===== config.mk =====
export PLATFORM = sky130hd
export DESIGN_NAME = digi_ota_array
export DESIGN_NICKNAME = d
export VERILOG_FILES = /design/src/rtl/digi_ota_pkg.sv /design/src/rtl/digi_ota_chan.sv /design/src/rtl/digi_ota_array.sv
export SDC_FILE = /design/constraint.sdc
export NUM_CORES = 1
export LEC_CHECK = 0
export CORE_ASPECT_RATIO = 0.6
export CORE_MARGIN = 2
export CORE_UTILIZATION = 30
export DETAILED_ROUTE_END_ITERATION = 16
export GPL_ROUTABILITY_DRIVEN = 0
export HOLD_SLACK_MARGIN = 0.03
export PLACE_DENSITY_LB_ADDON = 0.2
export SLEW_MARGIN = 25
export SYNTH_ARGS = -nofsm -noshare
export SYNTH_HDL_FRONTEND = slang
export SYNTH_SLANG_ARGS = --single-unit
export TNS_END_PERCENT = 20

===== constraint.sdc =====
create_clock -name clk -period 8.1 [get_ports clk]
set_input_delay 0.81 -clock clk [delete_from_list [all_inputs] [get_ports clk]]
set_output_delay 0.81 -clock clk [all_outputs]
set_load 0.02 [all_outputs]

===== src/rtl/digi_ota_pkg.sv =====
// Shared types for the clocked multi-channel digital OTA array.
// Channel state, operating-mode encodings and the candidate-state rule.
package digi_ota_pkg;

    typedef enum logic [1:0] {
        HIZ = 2'd0,
        SRC = 2'd1,
        SNK = 2'd2
    } ota_state_t;

    localparam logic [1:0] MODE_OTA = 2'd0;
    localparam logic [1:0] MODE_CMP = 2'd1;
    localparam logic [1:0] MODE_DIS = 2'd2;
    localparam logic [1:0] MODE_INV = 2'd3;

    // Equal inputs release the output, except in comparator mode where the last decision holds.
    function automatic ota_state_t cand_state(input logic sp, input logic sn,
                                              input logic [1:0] mode, input ota_state_t cur);
        ota_state_t c;
        c = HIZ;
        if (sp && !sn)
            c = SRC;
        else if (!sp && sn)
            c = SNK;
        else if (mode == MODE_CMP)
            c = cur;
        return c;
    endfunction

endpackage


===== src/rtl/digi_ota_chan.sv =====
// One OTA channel: input synchroniser, glitch filter, HIZ/SRC/SNK FSM and
// registered drive outputs with a one-cycle state-change pulse.
module digi_ota_chan
    import digi_ota_pkg::*;
#(
    parameter int SYNC_STAGES = 2,
    parameter int FILT_W      = 3,
    parameter int GM_W        = 4
) (
    input  logic              clk,
    input  logic              rst_n,
    input  logic              ena,
    input  logic              vip,
    input  logic              vin,
    input  logic [1:0]        mode,
    input  logic [FILT_W-1:0] filt_len,
    input  logic [GM_W-1:0]   gm,
    input  logic [GM_W-1:0]   phase,
    output logic              out,
    output logic              out_oe,
    output logic              trans
);

    logic [SYNC_STAGES-1:0] sync_p;
    logic [SYNC_STAGES-1:0] sync_n;
    logic                   sp;
    logic                   sn;
    logic                   force_hiz;

    ota_state_t             state;
    ota_state_t             state_next;
    ota_state_t             cand;
    ota_state_t             prev_cand;

    logic [FILT_W-1:0]      cnt;
    logic [FILT_W-1:0]      cnt_eff;
    logic [FILT_W-1:0]      cnt_next;

    logic                   chg;
    logic                   out_d;
    logic                   oe_d;
    logic                   trans_d;

    always_ff @(posedge clk or negedge rst_n) begin
        if (!rst_n) begin
            sync_p <= '0;
            sync_n <= '0;
        end else begin
            sync_p <= {sync_p[SYNC_STAGES-2:0], vip};
            sync_n <= {sync_n[SYNC_STAGES-2:0], vin};
        end
    end

    assign sp        = sync_p[SYNC_STAGES-1];
    assign sn        = sync_n[SYNC_STAGES-1];
    assign force_hiz = !ena || (mode == MODE_DIS);
    assign cand      = cand_state(sp, sn, mode, state);

    always_ff @(posedge clk or negedge rst_n) begin
        if (!rst_n) begin
            state     <= HIZ;
            cnt       <= '0;
            prev_cand <= HIZ;
        end else begin
            state     <= state_next;
            cnt       <= cnt_next;
            prev_cand <= force_hiz ? HIZ : cand;
        end
    end

    // A candidate that just changed restarts its stability count from zero.
    always_comb begin
        state_next = state;
        cnt_next   = '0;
        cnt_eff    = (cand == prev_cand) ? cnt : '0;
        if (force_hiz) begin
            state_next = HIZ;
        end else if (cand != state) begin
            if (cnt_eff >= filt_len)
                state_next = cand;
            else
                cnt_next = cnt_eff + FILT_W'(1);
        end
    end

    // Disable bypasses the normal output pipeline so the release shows after one edge.
    always_comb begin
        oe_d    = 1'b0;
        out_d   = out;
        trans_d = chg;
        if (force_hiz) begin
            trans_d = chg || (state != HIZ);
        end else if (state != HIZ) begin
            oe_d  = (&gm) || (phase < gm);
            out_d = (state == SRC) ^ (mode == MODE_INV);
        end
    end

    always_ff @(posedge clk or negedge rst_n) begin
        if (!rst_n) begin
            chg    <= 1'b0;
            out    <= 1'b0;
            out_oe <= 1'b0;
            trans  <= 1'b0;
        end else begin
            chg    <= !force_hiz && (state_next != state);
            out    <= out_d;
            out_oe <= oe_d;
            trans  <= trans_d;
        end
    end

endmodule


===== src/rtl/digi_ota_array.sv =====
// Multi-channel clocked digital OTA: a shared drive-duty phase counter
// feeding CHANNELS independent OTA channels.
module digi_ota_array
    import digi_ota_pkg::*;
#(
    parameter int CHANNELS    = 2,
    parameter int SYNC_STAGES = 2,
    parameter int FILT_W      = 3,
    parameter int GM_W        = 4
) (
    input  logic                clk,
    input  logic                rst_n,
    input  logic                ena,
    input  logic [CHANNELS-1:0] vip,
    input  logic [CHANNELS-1:0] vin,
    input  logic [1:0]          mode,
    input  logic [FILT_W-1:0]   filt_len,
    input  logic [GM_W-1:0]     gm,
    output logic [CHANNELS-1:0] out,
    output logic [CHANNELS-1:0] out_oe,
    output logic [CHANNELS-1:0] trans
);

    logic [GM_W-1:0] phase;

    // Phase restarts from zero whenever the block is idle so duty windows line up on wake.
    always_ff @(posedge clk or negedge rst_n) begin
        if (!rst_n)
            phase <= '0;
        else if (!ena || (mode == MODE_DIS))
            phase <= '0;
        else
            phase <= phase + GM_W'(1);
    end

    for (genvar i = 0; i < CHANNELS; i++) begin : g_chan
        digi_ota_chan #(
            .SYNC_STAGES (SYNC_STAGES),
            .FILT_W      (FILT_W),
            .GM_W        (GM_W)
        ) u_chan (
            .clk      (clk),
            .rst_n    (rst_n),
            .ena      (ena),
            .vip      (vip[i]),
            .vin      (vin[i]),
            .mode     (mode),
            .filt_len (filt_len),
            .gm       (gm),
            .phase    (phase),
            .out      (out[i]),
            .out_oe   (out_oe[i]),
            .trans    (trans[i])
        );
    end

endmodule


# [Word-level counts from Yosys, hierarchy flattened]
# Cells that the tools add are included.
[totals] register_bits=34 input_bits=16 output_inout_bits=6 elab_cells=89
[classes] add_sub_neg=3 order_cmp=3 eq_ne=11 mux=29 bitwise=3 n_reduce_logical=21
[op_table] operator="$mux 2" n=14
[op_table] operator="$mux 3" n=8
[op_table] operator="$ne 2x2->1" n=4
[op_table] operator="$add 3x1->3 const B" n=2
[op_table] operator="$eq 2x1->1 const B" n=3
[op_table] operator="$ge 3x3->1" n=2
[op_table] operator="$logic_and 1x1->1" n=6
[op_table] operator="$logic_not 1->1" n=6
[op_table] operator="$mux 1" n=6
[op_table] operator="$add 4x1->4 const B" n=1
[op_table] operator="$eq 2x2->1" n=2
[op_table] operator="$eq 2x2->1 const B" n=2
[op_table] operator="$logic_or 1x1->1" n=4
[op_table] operator="$lt 4x4->1" n=1
[op_table] operator="$mux 4" n=1
[op_table] operator="$reduce_and 2->1" n=2
[op_table] operator="$reduce_and 4->1" n=1
[op_table] operator="$reduce_bool 2->1" n=2
[op_table] operator="$xor 1x1->1" n=2
[op_table] operator="$not 1->1" n=1

# [Depth between registers and ports, before layout]
[depth] depth_word=12 depth_mapped=15 depth_no_buf=13

# [Cells and area by module]
# From an unflattened synthesis, not the netlist that was laid out.
[unflattened] cells_unflattened=198 hier_area_um2=1976.9
[by_module_without_submodules] mod="digi_ota_chan" instances=2 cells_per_inst=92 area_per_inst_um2=907.1
[by_module_without_submodules] mod="digi_ota_array" instances=1 cells_per_inst=14 area_per_inst_um2=162.7

# [Worst setup path before layout]
# No wires, ideal clock.
[synth_timing] path_type="input port to flip-flop" from="in mode[0]" to="reg g_chan[1].u_chan.cnt[2]" setup_ns=0.065 arrival_ns=3.350 slack_ns=4.685 stages=14 path_buffers=1 path_cell_list="buf_6 > and2b_4 > a32oi_1 > nor4bb_1 > a311oi_2 > nor2b_1 > inv_1 > ha_1 > nand2b_1 > a21o_1 > a21oi_1 > or4b_1 > nor2_1 > mux2_1"
[synth_between] elab_chain_cells=10 elab_cells_between_ends=14 classes_between="add/sub: 1; order compare: 1; eq/ne: 4; mux: 7; reduce/logical: 1"
[synth_rtl] item="start: declaration" line="digi_ota_array.sv:16" rtl="input logic [1:0] mode,"
[synth_rtl] item="$eq 2x1->1" line="digi_ota_pkg.sv:25" rtl="else if (mode == MODE_CMP)"
[synth_rtl] item="$mux 2" line="digi_ota_pkg.sv:25"
[synth_rtl] item="$mux 2" line="digi_ota_pkg.sv:23" rtl="else if (!sp && sn)"
[synth_rtl] item="$mux 2" line="digi_ota_pkg.sv:21" rtl="if (sp && !sn)"
[synth_rtl] item="$eq 2x2->1" line="digi_ota_chan.sv:75" rtl="cnt_eff = (cand == prev_cand) ? cnt : '0;"
[synth_rtl] item="$mux 3" line="digi_ota_chan.sv:75"
[synth_rtl] item="$add 3x1->3 or $ge 3x3->1 (tied branches)" line="digi_ota_chan.sv:82, digi_ota_chan.sv:79"
[synth_rtl] item="$mux 3" line="digi_ota_chan.sv:79" rtl="if (cnt_eff >= filt_len)"
[synth_rtl] item="$mux 3" line="digi_ota_chan.sv:78" rtl="end else if (cand != state) begin"
[synth_rtl] item="$mux 3 *" line="digi_ota_chan.sv:76" rtl="if (force_hiz) begin"
[synth_rtl] item="via g_chan[1].u_chan.cnt_next[2]" line="digi_ota_chan.sv:37" rtl="logic [FILT_W-1:0] cnt_next;"
[synth_rtl] item="end signal: assignment" line="digi_ota_chan.sv:66" rtl="cnt <= cnt_next;"
[synth_rtl] item="end: declaration" line="digi_ota_chan.sv:35" rtl="logic [FILT_W-1:0] cnt;"
# The timed path passes the listed nets; every way through them passes the cells marked *.
# A chain may end at the register's enable or synchronous reset.

# [Worst setup path after layout]
# Same ends and word-level chain as after synthesis.

==> key figures <==
Floorplanning
  – Core area: 0.006166 mm2
  – Full die area: 0.007136 mm2
  – Die height: between 60 and 70 um
  – Starting Density: 31.41%
  – Die Wd: 107.7 um
  – Ports: 22
  – Rows: 22

Synth
  – Synth top cells by count: dfrtp_1, nor2_1, inv_1, o21ai_0
  – Syn. warnings: 0
  – EDFF count, synth: 0
  – Sequential area share after synthesis: 43.93%
  – Area leader, netlist: dfrtp_1
  – FF+latch count, synth: 34
  – Ranking of synthesized cells by area: dfrtp_1, ha_1, nor2_1
  – Post-Syn Nets: 230
  – Syn_area_per_cell: 9.588 um2
  – Yosys cell types: 45
  – Mapped Area: 0.001937 mm2
  – Count leader, synth: dfrtp_1
  – Ys async rst share: 100.0%
  – Synth top area share: 43.93%
  – Synth Flop Type: dfrtp_1
  – Mapped Cells: around 200

Route
  – DR vias/cell: 4.715
  – Per-cell routed wire length: 13.49 um
  – DRC errors left: 0
  – Initial drt markers: 52
  – WL final: 4115 um
  – DR vias: 1438
  – TritonRoute pass-1 iters: 4
  – DRT antenna net count: 0

Clock tree
  – Later-pin clock latency in the skew report: 280 ps
  – Hold_buf cts: 0
  – Setup bufs post-CTS: 0
  – Cts repair resizes: 0
  – Clock slew seen by the registers of the worst setup and hold paths: 70 ps
  – CTS tree: yes
  – Clk buf depth: 2
  – Cts bufs inserted: 5
  – CTS HTree Levels: 2
  – TritonCTS Sinks: 34
  – Clock root cell: clkbuf_8

STA
  – Final Hold Fails: 0
  – Rel. slew slack: between 60 and 70%
  – Final setup vio count: 0
  – Fmax: about 240 MHz
  – Final Cycle Share: between 50 and 60%
  – RSZ-0062 raised after global routing: no
  – Worst Skew: 3.461 ps
  – Slew @ Worst Pin: 519.4 ps
  – Min Hold Slack: 348.2 ps
  – Max Transition Viols Final: 0
  – Final Critical Period: 4176 ps
  – TNS Setup: 0 ps

Global route
  – Overflow after GRT: 0
  – First-pass GRT wire length: 6906 um
  – GRT Resource Usage Total: between 10 and 15%
  – Initial antenna violation count: 0
  – Largest net degree at the start of global routing: 35
  – Vias in the first global route: 1383

Setup path
  – Critical path class: in -> reg
  – CP Max Fanout: 10
  – Critical path arrival: 4400 ps
  – Setup crit end kind: flip-flop
  – Required time worst endpoint: roughly 8300 ps
  – Critical path launch point type: input port

Power and ir drop
  – Pleak: 1.024 nW
  – Power Density: 160.9 mW/mm2
  – Worst VDD drop: 0.08421 mV

Finish
  – Synth-to-layout area growth: 17.31%
  – Layout cells sized above 1: under 10%
  – Filler instances: 643
  – Final #Nets: 248
  – ANT cells: 0

Run status
  – Status: completed

Placed design
  – Dpl hpwl: between 2000 and 3000 um
  – Buffers on Ports: 21

Min path
  – Min-delay worst type: reg -> reg

Run
  – Reported max-cap violation count: 0
path summary, 6_finish.rpt:
path / slack [ps] / from / depth (start not counted) / endpoint
setup / recovery: 3920 / mode[0] / 14 / g_chan[1].u_chan.cnt[2]
hold / removal: 350 / g_chan[1].u_chan.sync_p[0] / 0 / g_chan[1].u_chan.sync_p[1]
setup reg to reg: 4620 / g_chan[1].u_chan.state[1] / 13 / g_chan[1].u_chan.cnt[2]
hold reg to reg: 350 / g_chan[1].u_chan.sync_p[0] / 0 / g_chan[1].u_chan.sync_p[1]
max in group asynchronous: 6840 / rst_n / 2 / g_chan[0].u_chan.cnt[0]
min in group asynchronous: 930 / rst_n / 2 / g_chan[1].u_chan.trans
layer usage:
layer  track usage (%)  up-vias  part of all wire, %
met1             19.06      677                   57
met2             17.06       27                   38
met3             3.547        4                  4.3
met4             3.846        0                 0.75
met5                 0        -                    0
li1                  -      730                    -
placed cells by master, fill, tap and decap left out, types with 2 or more instances in the layout:
| cell | synthesis | final |
|---|---|---|
| nand2b_1 | 9 | 9 |
| nor4_1 | 2 | 2 |
| a21oi_1 | 7 | 7 |
| o32ai_1 | 2 | 2 |
| inv_1 | 19 | 19 |
| nand3_1 | 4 | 4 |
| maj3_1 | 4 | 4 |
| nor2b_1 | 5 | 5 |
| a21o_1 | 6 | 6 |
| ha_1 | 12 | 12 |
| nand2_1 | 12 | 12 |
| o21ai_0 | 15 | 15 |
| a32oi_1 | 4 | 4 |
| nor4bb_1 | 2 | 2 |
| buf_4 | 6 | 2 |
| dfrtp_1 | 34 | 34 |
| o21bai_1 | 2 | 2 |
| nor2_1 | 26 | 26 |
| clkbuf_8 | 0 | 6 |
| a311oi_2 | 2 | 2 |
| clkdlybuf4s50_1 | 0 | 21 |
through the flow:
| stage | total power, mW | area (um2) | util (%) | worst slack, ps | cells |
|---|---|---|---|---|---|
| 6_report | 0.3656 | 2272 | 36.85 | 3924 | 305 |
| 3_5_place_dp | 0.2387 | 2181 | 35.37 | 3690 | 297 |
| 4_1_cts | 0.3702 | 2272 | 36.85 | 3945 | 305 |
| 5_1_grt | 0.3844 | 2272 | 36.85 | 3682 | 305 |
| 2_1_floorplan | 0.2182 | 1937 | - | 4685 | 202 |
| 3_3_place_gp | 0.2387 | 2181 | 35.37 | 3762 | 297 |
report_power, final:
group          switching, mW  leakage [nW]  internal (mW)
registers            0.00641         0.443          0.177
logic                 0.0279         0.533         0.0245
clock network         0.0616        0.0482         0.0686
layout make-up:
type	count	area, um2	area share [%]
timing repair buffer	23	225.2	9.912
tap	84	105.1	4.626
clock buffer	7	86.33	3.800
clock inverter	1	5.005	0.2203
inverter	19	71.32	3.139
multi-input combinational	137	928.4	40.86
sequential	34	850.8	37.44
kinds of logic (layout without fill, tap and decap cells):
kind of cell               Yosys count  after routing  share of synthesized area [%]
adders and majority gates           16             16                          9.819
muxes                                2              2                          1.356
buffers and inverters               31             50                          8.139
xor gates and xnor gates             2              2                         0.9046
AOI/OAI and AO/OA                   46             46                          16.47
and+or+nand+nor                     71             71                          19.38
DFF                                 34             34                          43.93
flip-flops by register name, summed over array words and instances, names as in the netlist:
name                     cells
phase                        4
g_chan.u_chan.sync_p         4
g_chan.u_chan.sync_n         4
g_chan.u_chan.state          4
g_chan.u_chan.out_oe         2
g_chan.u_chan.trans          2
g_chan.u_chan.prev_cand      4
g_chan.u_chan.cnt            6
g_chan.u_chan.out            2
g_chan.u_chan.chg            2
critical path, stage by stage:
cell	delay (ps)
clkdlybuf4s50_1	690
and2b_4	270
a32oi_1	110
nor4bb_1	360
a311oi_2	100
nor2b_1	240
inv_1	80
ha_1	260
nand2b_1	140
a21o_1	170
a21oi_1	360
or4b_1	560
nor2_1	120
mux2_1	130
Power figures use the tool's default switching activity.
